`config.mk`:
```
export PLATFORM = sky130hd
export DESIGN_NAME = poly_square_osc_flat
export DESIGN_NICKNAME = d
export VERILOG_FILES = /design/src/rtl/poly_square_osc_if.sv /design/src/rtl/poly_square_osc.sv /design/src/flat_wrapper.sv
export SDC_FILE = /design/constraint.sdc
export NUM_CORES = 1
export LEC_CHECK = 0
export ABC_AREA = 1
export BUFFER_PORTS_ARGS = -buffer_cell sky130_fd_sc_hd__buf_2
export CORE_UTILIZATION = 50
export DETAILED_ROUTE_END_ITERATION = 6
export PLACE_DENSITY = 0.79
export SYNTH_ARGS = -nofsm -noshare
export SYNTH_HDL_FRONTEND = slang
export SYNTH_SLANG_ARGS = --single-unit
```
`constraint.sdc`:
```
create_clock -name clk -period 6.5 [get_ports clk]
set_input_delay 0.325 -clock clk [delete_from_list [all_inputs] [get_ports clk]]
set_output_delay 0.325 -clock clk [all_outputs]
set_load 0.02 [all_outputs]
```
`src/rtl/poly_square_osc_if.sv`:
```
// Voice-programming bus plus the sample/write/allowed handshake toward the audio controller.
`timescale 1ns/1ps

interface poly_square_osc_if #(
  parameter int PERIOD_W = 20,
  parameter int AMP_W    = 8,
  parameter int SAMPLE_W = 32
);
  logic                voice_load;
  logic [3:0]          voice_sel;
  logic [PERIOD_W-1:0] voice_period;
  logic [AMP_W-1:0]    voice_amp;
  logic                audio_out_allowed;
  logic [SAMPLE_W-1:0] sample_out;
  logic                write_audio_out;

  modport master (
    output voice_load, voice_sel, voice_period, voice_amp, audio_out_allowed,
    input  sample_out, write_audio_out
  );

  modport slave (
    input  voice_load, voice_sel, voice_period, voice_amp, audio_out_allowed,
    output sample_out, write_audio_out
  );
endinterface

```
`src/rtl/poly_square_osc.sv`:
```
// Polyphonic square-wave generator: NUM_VOICES programmable voices mixed into one signed,
// left-aligned sample delivered once per SAMPLE_DIV clocks with overrun detection.
`timescale 1ns/1ps

module poly_square_osc #(
  parameter int NUM_VOICES = 4,
  parameter int PERIOD_W   = 20,
  parameter int AMP_W      = 8,
  parameter int SAMPLE_W   = 32,
  parameter int SAMPLE_DIV = 1042
) (
  input  logic                  clk,
  input  logic                  reset_n,
  poly_square_osc_if.slave      bus,
  input  logic                  overrun_clr,
  output logic [NUM_VOICES-1:0] voice_active,
  output logic                  overrun
);
  localparam int MW    = AMP_W + 1 + $clog2(NUM_VOICES);
  localparam int SHIFT = SAMPLE_W - MW;
  localparam int DIV_W = (SAMPLE_DIV > 1) ? $clog2(SAMPLE_DIV) : 1;
  localparam logic [DIV_W-1:0] DIV_LAST = DIV_W'(SAMPLE_DIV - 1);

  logic [PERIOD_W-1:0]        period [NUM_VOICES];
  logic [AMP_W-1:0]           amp    [NUM_VOICES];
  logic [PERIOD_W-1:0]        cnt    [NUM_VOICES];
  logic [NUM_VOICES-1:0]      phase_neg;
  logic [NUM_VOICES-1:0]      load_hit;
  logic signed [MW-1:0]       mix;
  logic signed [SAMPLE_W-1:0] mix_wide;
  logic [DIV_W-1:0]           div_cnt;
  logic                       tick;
  logic                       pending;
  logic                       write_now;

  // Out-of-range selects match no voice, so they are ignored without extra logic.
  always_comb begin
    load_hit = '0;
    for (int i = 0; i < NUM_VOICES; i++) begin
      load_hit[i] = bus.voice_load && (bus.voice_sel == 4'(i));
    end
  end

  always_comb begin
    voice_active = '0;
    for (int i = 0; i < NUM_VOICES; i++) begin
      voice_active[i] = (period[i] != '0);
    end
  end

  // A load takes priority over a wrap on the same voice and restarts it in the + phase.
  always_ff @(posedge clk or negedge reset_n) begin
    if (!reset_n) begin
      for (int i = 0; i < NUM_VOICES; i++) begin
        period[i] <= '0;
        amp[i]    <= '0;
        cnt[i]    <= '0;
      end
      phase_neg <= '0;
    end else begin
      for (int i = 0; i < NUM_VOICES; i++) begin
        if (load_hit[i]) begin
          period[i]    <= bus.voice_period;
          amp[i]       <= bus.voice_amp;
          cnt[i]       <= '0;
          phase_neg[i] <= 1'b0;
        end else if (period[i] == '0) begin
          cnt[i]       <= '0;
          phase_neg[i] <= 1'b0;
        end else if (cnt[i] == period[i] - PERIOD_W'(1)) begin
          cnt[i]       <= '0;
          phase_neg[i] <= ~phase_neg[i];
        end else begin
          cnt[i] <= cnt[i] + PERIOD_W'(1);
        end
      end
    end
  end

  // Off voices contribute 0; MW is wide enough that the sum never overflows.
  always_comb begin
    mix = '0;
    for (int i = 0; i < NUM_VOICES; i++) begin
      if (period[i] != '0) begin
        if (phase_neg[i]) begin
          mix = mix - MW'(amp[i]);
        end else begin
          mix = mix + MW'(amp[i]);
        end
      end
    end
    mix_wide = SAMPLE_W'(mix) <<< SHIFT;
  end

  assign tick                = (div_cnt == DIV_LAST);
  assign write_now           = pending & bus.audio_out_allowed;
  assign bus.write_audio_out = write_now;

  // A tick always latches a fresh sample; a write in the same cycle consumed the old one.
  always_ff @(posedge clk or negedge reset_n) begin
    if (!reset_n) begin
      div_cnt        <= '0;
      pending        <= 1'b0;
      bus.sample_out <= '0;
      overrun        <= 1'b0;
    end else begin
      div_cnt <= tick ? '0 : div_cnt + DIV_W'(1);
      if (tick) begin
        bus.sample_out <= mix_wide;
        pending        <= 1'b1;
      end else if (write_now) begin
        pending <= 1'b0;
      end
      if (tick && pending && !write_now) begin
        overrun <= 1'b1;
      end else if (overrun_clr) begin
        overrun <= 1'b0;
      end
    end
  end
endmodule

```
`src/flat_wrapper.sv`:
```
// flat-port wrapper written by rule: the top's interface ports become plain ports
module poly_square_osc_flat 
#(
  parameter int NUM_VOICES = 4,
  parameter int PERIOD_W   = 20,
  parameter int AMP_W      = 8,
  parameter int SAMPLE_W   = 32,
  parameter int SAMPLE_DIV = 1042
)
  (clk, reset_n, overrun_clr, voice_active, overrun, bus_voice_load, bus_voice_sel, bus_voice_period, bus_voice_amp, bus_audio_out_allowed, bus_sample_out, bus_write_audio_out);
  poly_square_osc_if #(.PERIOD_W(PERIOD_W), .AMP_W(AMP_W), .SAMPLE_W(SAMPLE_W)) bus_i ();
  input  logic clk;
  input  logic reset_n;
  input  logic overrun_clr;
  output logic [NUM_VOICES-1:0] voice_active;
  output logic overrun;
  input wire logic [$bits(bus_i.voice_load)-1:0] bus_voice_load;
  input wire logic [$bits(bus_i.voice_sel)-1:0] bus_voice_sel;
  input wire logic [$bits(bus_i.voice_period)-1:0] bus_voice_period;
  input wire logic [$bits(bus_i.voice_amp)-1:0] bus_voice_amp;
  input wire logic [$bits(bus_i.audio_out_allowed)-1:0] bus_audio_out_allowed;
  output wire logic [$bits(bus_i.sample_out)-1:0] bus_sample_out;
  output wire logic [$bits(bus_i.write_audio_out)-1:0] bus_write_audio_out;
  assign bus_i.voice_load = bus_voice_load;
  assign bus_i.voice_sel = bus_voice_sel;
  assign bus_i.voice_period = bus_voice_period;
  assign bus_i.voice_amp = bus_voice_amp;
  assign bus_i.audio_out_allowed = bus_audio_out_allowed;
  assign bus_sample_out = bus_i.sample_out;
  assign bus_write_audio_out = bus_i.write_audio_out;
  poly_square_osc #(.NUM_VOICES(NUM_VOICES), .PERIOD_W(PERIOD_W), .AMP_W(AMP_W), .SAMPLE_W(SAMPLE_W), .SAMPLE_DIV(SAMPLE_DIV)) u_core (.clk(clk), .reset_n(reset_n), .bus(bus_i), .overrun_clr(overrun_clr), .voice_active(voice_active), .overrun(overrun));
endmodule
```
Word level (Yosys, flattened, before mapping)
Cells that the tools add are included.
{"block": "classes", "add_sub_neg": 16, "n_eq_ne": 8, "n_mux": 37, "n_bitwise": 5, "reduce_logical": 22}
{"operator": "$mux W20", "n": 12}
{"operator": "$mux W11", "n": 9}
{"operator": "$add A20 B1 Y20 const B", "n": 4}
{"operator": "$eq A20 B20 Y1", "n": 4}
{"operator": "$logic_not A20 Y1", "n": 4}
{"operator": "$reduce_bool A20 Y1", "n": 4}
{"operator": "$sub A20 B1 Y20 const B", "n": 4}
{"operator": "$add A11 B8 Y11", "n": 3}
{"operator": "$sub A11 B8 Y11", "n": 3}
{"operator": "$mux W1", "n": 16}
{"operator": "$reduce_bool A3 Y1", "n": 4}
{"operator": "$add A11 B1 Y11 const B", "n": 1}
{"operator": "$eq A11 B11 Y1 const B", "n": 1}
{"operator": "$sub A1 B8 Y9 const A", "n": 1}
{"operator": "$eq A4 B2 Y1 const B", "n": 2}
{"operator": "$logic_and A1 B1 Y1", "n": 6}
{"operator": "$eq A4 B1 Y1 const B", "n": 1}
{"operator": "$logic_not A4 Y1", "n": 1}
{"operator": "$not A1 Y1", "n": 4}
{"operator": "$reduce_bool A2 Y1", "n": 2}
{"operator": "$and A1 B1 Y1", "n": 1}
{"operator": "$logic_not A1 Y1", "n": 1}
{"block": "totals", "register_bits": 220, "output_inout_bits": 38}

Logic depth before layout (Yosys ltp)
Gate-level depths: netlist (run 1).
{"block": "logic_depth", "ltp_word": 12, "mapped_depth": 37, "depth_no_buf": 36}

Least setup slack after synthesis (run 1)
Ideal clock, no wire load.
{"block": "synth_path", "path_kind": "register to register", "start": "reg u_core.period[60] in the netlist's numbering", "end": "reg u_core.bus.sample_out[31]", "setup_time_ns": 0.117, "arrival_ns": 4.746, "required_ns": 6.383, "slack_ns": 1.636, "stages_incl_launch_ff": 32, "path_buffers": 1, "path_cell_list": "dfrtp_1 inv_1 ha_1 nand2_1 nor2_4 nand3_2 buf_2 o211ai_1 inv_1 fa_1 xnor2_1 nand2_1 o21ai_0 inv_1 ha_1 a21oi_1 inv_1 a31oi_1 o21ai_0 xor2_1 nand2_1 o21ai_0 ha_1 nand2_1 o21ai_0 nand3_1 nand2_1 nand2_1 o211ai_1 nand4_1 nand3_1 nand2_1"}
{"block": "synth_via", "elab_chain_len": 11, "word_cells_on_any_way": 14, "classes_between": "6 x add/sub; 7 x mux; 1 x reduce/logical"}
{"element": "from (decl)", "line": "poly_square_osc.sv:24", "text": "logic [PERIOD_W-1:0] period [NUM_VOICES];"}
{"element": "from (signal, indexed assignment)", "line": "poly_square_osc.sv:63", "text": "period[i] <= bus.voice_period;"}
{"element": "$reduce_bool A20 Y1 *"}
{"element": "via voice_active[0]", "line": "flat_wrapper.sv:15", "text": "output logic [NUM_VOICES-1:0] voice_active;"}
{"element": "$mux W11 *", "line": "poly_square_osc.sv:84", "text": "if (period[i] != '0) begin"}
{"element": "$add A11 B8 Y11 or $sub A11 B8 Y11 (tied branches)", "line": "poly_square_osc.sv:88, poly_square_osc.sv:86"}
{"element": "$mux W11", "line": "poly_square_osc.sv:85", "text": "if (phase_neg[i]) begin"}
{"element": "$mux W11 *", "line": "poly_square_osc.sv:84"}
{"element": "$add A11 B8 Y11 or $sub A11 B8 Y11 (tied branches)", "line": "poly_square_osc.sv:88, poly_square_osc.sv:86"}
{"element": "$mux W11", "line": "poly_square_osc.sv:85"}
{"element": "$mux W11 *", "line": "poly_square_osc.sv:84"}
{"element": "$add A11 B8 Y11 or $sub A11 B8 Y11 (tied branches)", "line": "poly_square_osc.sv:88, poly_square_osc.sv:86"}
{"element": "$mux W11", "line": "poly_square_osc.sv:85"}
{"element": "$mux W11 *", "line": "poly_square_osc.sv:84"}
{"element": "to (signal assigned)", "line": "poly_square_osc.sv:109", "text": "bus.sample_out <= mix_wide;"}
{"element": "to (decl)", "line": "poly_square_osc_if.sv:24", "text": "output sample_out, write_audio_out"}
Mark *: on every way through the listed nets, which the timed path passes. The rest lies on a longest branch.
A chain may end at the register's enable or synchronous reset.

Final worst setup path (run 1)
{"block": "layout_path", "start": "reg u_core.period[60] in the netlist's numbering", "end": "reg u_core.bus.sample_out[31]"}
{"block": "layout_via", "elab_chain_len": 11, "word_cells_on_any_way": 14, "classes_between": "6 x add/sub; 7 x mux; 1 x reduce/logical"}
{"element": "$reduce_bool A20 Y1 *", "line": "poly_square_osc.sv:84"}
{"element": "$mux W11 *", "line": "poly_square_osc.sv:84"}
{"element": "$add A11 B8 Y11 or $sub A11 B8 Y11 (tied branches)", "line": "poly_square_osc.sv:88, poly_square_osc.sv:86"}
{"element": "$mux W11", "line": "poly_square_osc.sv:85"}
{"element": "$mux W11 *", "line": "poly_square_osc.sv:84"}
{"element": "$add A11 B8 Y11 or $sub A11 B8 Y11 (tied branches)", "line": "poly_square_osc.sv:88, poly_square_osc.sv:86"}
{"element": "$mux W11", "line": "poly_square_osc.sv:85"}
{"element": "$mux W11 *", "line": "poly_square_osc.sv:84"}
{"element": "$add A11 B8 Y11 or $sub A11 B8 Y11 (tied branches)", "line": "poly_square_osc.sv:88, poly_square_osc.sv:86"}
{"element": "$mux W11", "line": "poly_square_osc.sv:85"}
{"element": "$mux W11 *", "line": "poly_square_osc.sv:84"}
Every way passes the cells marked *; elsewhere a longest branch is shown, timed or not.

==> impl_results.md, run 1 <==
* Hold crit path type: primary input to flop
* Routed Antenna Nets at 0
* Max_slew headroom at about a third
* Post-synth EDFFs at 0
* Max stage delay cell, worst path: fa_1
* Critical path endpoint category: flop
* Hpwl dp at between 20000 and 25000 um
* Arrival @ worst endpoint at about 5.9 ns
* Initial antenna violation count at 0
* Clock skew at roughly 0.021 ns
* DR vias/cell at approximately 5.2
* Nets at 1959
* I/O Pins at 75
* Pre-CTS setup slack at between 1 and 1.5 ns
* Final cell count without fillers at approximately 2300
* Gp weighted congestion at between 0.9 and 1
* WHS at 0.08619 ns
* Cell Area, Synth at 14150 um2
* Final setup fails at 0
* Drt pass-1 iters at 5
* Synth top cells by count: nand2_1 (346), nor2_1 (245), inv_1 (227)
* Core area at 27780 um2
* N_diodes at 0
* Status: complete, no violations
* Die Wd at 170.2 um
* Htree depth at 1
* CP peak stage delay at between 0.4 and 0.5 ns
* Vias at roughly 12000
* Area leader, netlist: dfrtp_1
* Slew Limit Fails at 0
* Total Routing Usage GR at a little under a quarter
* Lkg Pwr at roughly 7.6 nW
* Req. time, crit path at 6.93 ns
* CTS Buf Count at 24
* Placed Cells incl. Taps at around 2200
* Synth warn at 0
* Worst Tran Pin Value at around 0.99 ns
* Initial core utilization at 50.93%
* Top delay family on crit path: adder cells
* Cells after Synth at roughly 1800
* Vias in the first global route at approximately 11000
* Register area share after synthesis at between 30 and 40%
* Final WS setup at approximately 1.0 ns
* Cell Pwr Density at between 500 and 600 nW/um2
* Die Ht at 170.2 um
* Area of all placed cells without fillers at roughly 16000 um2
* Layout cells sized above 1 at 8.188%
* Yosys top cell area share at 38.91%
* Remaining DRCs at 0
* Sequential cell area at between 5000 and 6000 um2
* CTS Buffer Depth at 3
* Synth Flop Type: dfrtp_1
* Fillers at about 2500
* Flops & latches, synth at 220
* Overall Power at approximately 8.3 mW
* Critical path buffer and inverter count at 4
* CP Class: flop to flop
* CTS Root Cell: clkbuf_16
* Max_cap viols at 0
* I/O Buffers at 53
* Synthesized area per cell at about 7.7 um2
* Fin util at a little under three fifths
* GRT overflow at 0
* Die area at a little under 30000 um2
* Clk sink count at 220
* Fin crit share at between 80 and 90%
* Synth-to-Final Area Change at 10.09%
* Multi-input logic area at 7528 um2
* Area after DPL at 14690 um2
* Top area cells in the synthesized netlist: dfrtp_1 (39%), nand2_1 (9.2%), xor2_1 (9.2%)
* Fmax at 0.1819 GHz
* Cell repeated most along the worst path: nand2_1
* Worst setup SP type: flop
* Synth async-reset ratio at 100.0%
* Iter 0 DRT Violations at slightly below 900
* Max Fanout on Critical Path at 13
* Largest net degree at the start of global routing at 76
* Worst-path clk slew at around 0.06 ns
* Fin Setup TNS at 0 ns
* Tmin final at around 5.5 ns
* Endpoints failing hold at 0
* CTS tree: done
* Post-CTS Resized at 0
* WL final at 32730 um
* Worst-case vdd ir drop at 0.4200 mV
* Latest clock arrival within the worst-skew pair at around 0.54 ns
* First-pass GRT wire length at roughly 54000 um
* Netlist cell types at 50
* Most frequent cell after synthesis: nand2_1
* FP Rows at between 60 and 70
* RSZ-0062 raised after global routing: false
* WL/cell at 14.41 um
[layout by cell type (no fill, tap or decap), types with 5 or more instances in the layout]
cell / n
nand2_1: 346
inv_1: 227
or2_2: 11
xnor2_1: 80
o21ai_0: 154
nor2_1: 245
nor3_2: 9
a31oi_1: 5
nor3_1: 47
dfrtp_1: 220
nor4_1: 15
buf_2: 52
nand3_2: 10
clkinv_2: 5
ha_1: 44
clkbuf_16: 24
xor2_1: 148
a21oi_1: 44
buf_4: 6
nor3b_2: 6
nand4_1: 33
conb_1: 21
nand3_1: 64
nor2_2: 8
[tightest hold or removal path, cell delays in order]
cell     delay [ns]
buf_2          0.07
nand2_1        0.05
nand2_1        0.08
nand2_1        0.05
[area by class of cell]
class                           count  area share [%]
Timing Repair Buffer               61           2.185
Clock inverter                     15           1.373
Tap cell                          378           3.036
Clock buffer                       29           4.169
Sequential cell                   220           35.34
Multi-Input combinational cell   1337           48.33
Inverter                          231           5.566
[report_power, final]
part	switching, mW	internal (mW)	leakage [nW]
Sequential	0.280	1.61	2.86
Combinational	2.90	2.05	4.36
Clock	0.593	0.880	0.412
[cell families after synthesis]
family | Yosys count | share of synthesized area, %
simple gates | 818 | 25.83
buf+inv | 293 | 8.560
xor+xnor | 228 | 14.11
compound gates | 223 | 8.250
flops | 220 | 38.91
fa+ha+maj | 47 | 4.315
other cells | 1 | 0.02650
[worst paths after layout]
kind                                                  startpoint                                     to  slack [ns]  depth (start not counted)
max                                u_core.period[60]$_DFFE_PN0P_  u_core.bus.sample_out[31]$_DFFE_PN0P_        1.00                         30
min                                        bus_audio_out_allowed             u_core.pending$_DFFE_PN0P_        0.09                          4
max reg2reg                        u_core.period[60]$_DFFE_PN0P_  u_core.bus.sample_out[31]$_DFFE_PN0P_        1.00                         30
min reg2reg                u_core.bus.sample_out[27]$_DFFE_PN0P_  u_core.bus.sample_out[27]$_DFFE_PN0P_        0.48                          2
max in group asynchronous                                reset_n          u_core.period[71]$_DFFE_PN0P_        4.77                          3
min in group asynchronous                                reset_n               u_core.cnt[27]$_DFF_PN0_        0.37                          2
[registers in the layout (all words and copies together), names as in the netlist]
signal                 cells
u_core.bus.sample_out     11
u_core.pending             1
u_core.phase_neg           4
u_core.overrun             1
u_core.cnt                80
u_core.div_cnt            11
u_core.period             80
u_core.amp                32
[per-layer routing]
| metal | vias to the layer above | track usage, % | share of wire (%) |
|---|---|---|---|
| li1 | 5879 | - | - |
| met1 | 5550 | 30.83 | 45 |
| met2 | 344 | 37.24 | 45 |
| met3 | 86 | 3.837 | 6.1 |
| met4 | 0 | 9.557 | 3.9 |
| met5 | - | 0 | 0 |
[repair_timing]
action | 4_1_cts | 5_1_grt
setup buffers | 0 | 0
endpoints found under the hold margin | 74 | 0
hold buffers | 2 | 0
No activity file was read; power rests on OpenSTA's default activity.
==> run 2: changes to the inputs <==
==> constraint.sdc (replaced) <==
create_clock -name clk -period 5.1 [get_ports clk]
set_input_delay 0.255 -clock clk [delete_from_list [all_inputs] [get_ports clk]]
set_output_delay 0.255 -clock clk [all_outputs]
set_load 0.02 [all_outputs]
==> impl_results.md, run 2 (synthesis gave the netlist of run 1 again) <==
* Core area at roughly 28000 um2
* Initial antenna violation count at 2
* Critical path startpoint: u_core.period[60]$_DFFE_PN0P_
* CTS Buf Count at 24
* Initial core utilization at 50.93%
* Clock skew at between 0.02 and 0.03 ns
* Gp weighted congestion at ~0.94
* WL met1 at approximately 15000 um
* Fin crit share at 94.55%
* Arrival @ worst endpoint at roughly 5.2 ns
* Layout cells sized above 1 at between 10% and 20%
* Pre-CTS setup slack at ~0.063 ns
* Met3 WL at slightly above 2000 um
* Drt pass-1 iters at 5
* Total Routing Usage GR at between 20% and 30%
* Worst-path clk slew at approximately 0.070 ns
* Die area at 28980 um2
* Cell Pwr Density at around 740 nW/um2
* Fmax at 0.2074 GHz
* Reg2reg end: u_core.bus.sample_out[31]$_DFFE_PN0P_
* CTS Root Cell: clkbuf_16
* Worst setup SP type: flop
* CP peak stage delay at around 0.41 ns
* Synth-to-Final Area Change at 11.81%
* Commonest non-fill, non-tap cell in the layout: nand2_1
* Routed Antenna Nets at 0
* Die Wd at 170.2 um
* GRT overflow at 0
* CTS Buffer Depth at 3
* Hold crit path type: primary input to flop
* Multi-input logic area at slightly below 8000 um2
* Hpwl dp at roughly 24000 um
* Worst Tran Pin Value at 1.019 ns
* FP Rows at just over 60
* Largest net degree at the start of global routing at around 130
* Final WS setup at 0.2777 ns
* Hold path start: bus_audio_out_allowed
* CTS tree: done
* Status: complete, no violations
* DR vias/cell at around 5.3
* Tmin final at between 4 and 5 ns
* CP Class: flop to flop
* Hold Path Depth at 4
* Top Registers: u_core.cnt x80, u_core.period x80, u_core.amp x32
* Reg2Reg Depth at 33
* Sequential cell area at 5505 um2
* Die Ht at 170.2 um
* Cell repeated most along the worst path: nand2_1
* Lkg Pwr at 7.730 nW
* Slew Limit Fails at 0
* I/O Buffers at 53
* Nets at between 1500 and 2000
* Met2 WL at between 15000 and 20000 um
* Top Layer Used: met4
* WL/cell at about 15 um
* Critical path endpoint category: flop
* First-pass GRT wire length at approximately 56000 um
* Max_cap viols at 0
* Remaining DRCs at 0
* WHS Endpoint: u_core.pending$_DFFE_PN0P_
* FF-to-FF Start: u_core.period[60]$_DFFE_PN0P_
* Max stage delay cell, worst path: fa_2
* Final setup fails at 0
* Htree depth at 1
* I/O Pins at between 70 and 80
* Vias in the first global route at between 10000 and 15000
* RSZ-0062 raised after global routing: true
* Worst-case vdd ir drop at about 0.74 mV
* Vias at 12030
* WHS at 0.02146 ns
* Max_slew headroom at a little under a third
* Req. time, crit path at between 5 and 6 ns
* Endpoints failing hold at 0
* WL final at roughly 34000 um
* Clk sink count at 220
* Max Fanout on Critical Path at 5
* Internal reg-to-reg setup slack at ~0.28 ns
* Fillers at between 2000 and 3000
* Most frequent cells in the layout: nand2_1 (344), nor2_1 (241), inv_1 (227)
* Iter 0 DRT Violations at between 900 and 1000
* Latest clock arrival within the worst-skew pair at approximately 0.55 ns
==> run 2: changes by cell type in the layout (fill, tap and decap cells not counted), moves of 4 or more <==
cell,previous run,this run
buf_4,6,16
nor2_2,8,12
a21oi_2,0,6
a21oi_1,44,38
o21ai_2,0,8
o21ai_0,154,141
nor2_1,245,241
o21ai_1,3,8
==> run 2: layout make-up <==
cell class                 count  share of cell area, %
antenna                        2                0.03163
timing repair buffer          72                  2.697
inverter                     231                  5.480
multi-input combinational   1337                  48.57
clock inverter                14                  1.455
clock buffer                  29                  3.978
tap                          378                  2.989
sequential                   220                  34.80
==> run 2: through the flow <==
step	instance area (um2)	TNS (ns)	utilization, %	instances	total power [mW]
global placement	14740	0	53.05	2231	8.457
CTS	15620	0	56.22	2276	10.74
detailed placement	14740	0	53.05	2231	8.765
global route	15820	-0.1227	56.93	2281	12.73
finish	15820	0	56.95	2283	11.69
floorplan	14220	0	-	1850	7.552
==> run 2: what timing repair did <==
action / in CTS / in global routing
endpoints found under the hold margin: 127 / 0
buffers inserted: 0 / 5
resized for setup: 0 / 48
hold buffers: 2 / 0
setup endpoints to repair: 0 / 5
==> run 2: power breakdown <==
part           total, mW  switching, mW  internal [mW]
Sequential          2.42          0.365           2.05
Clock               1.88          0.742           1.14
Combinational       7.39           4.28           3.11
==> run 2: worst max-delay path: cells and delay by family, from the launching register on <==
| kind | cells | cell delay, ns |
|---|---|---|
| flops | 1 | 0.40 |
| fa+ha+maj | 4 | 1.26 |
| compound gates | 7 | 1.09 |
| simple gates | 15 | 1.22 |
| xor+xnor | 2 | 0.31 |
| buf+inv | 5 | 0.39 |
==> run 2: routing by layer <==
metal | global-route usage (%) | up-vias
met2 | 39.13 | 404
met4 | 9.322 | 0
li1 | - | 5913
met5 | 0 | -
met3 | 3.465 | 73
met1 | 32.54 | 5640
==> run 2: worst max path at each step <==
stage | slack (ns) | to | cells after the start
finish | 0.28 | u_core.bus.sample_out[31]$_DFFE_PN0P_ | 33
floorplan | 0.24 | u_core.bus.sample_out[31]$_DFFE_PN0P_ | 31
global placement | 0.23 | u_core.bus.sample_out[31]$_DFFE_PN0P_ | 34
global route | -0.07 | u_core.bus.sample_out[31]$_DFFE_PN0P_ | 34
CTS | 0.02 | u_core.bus.sample_out[31]$_DFFE_PN0P_ | 33
detailed placement | 0.06 | u_core.bus.sample_out[31]$_DFFE_PN0P_ | 30
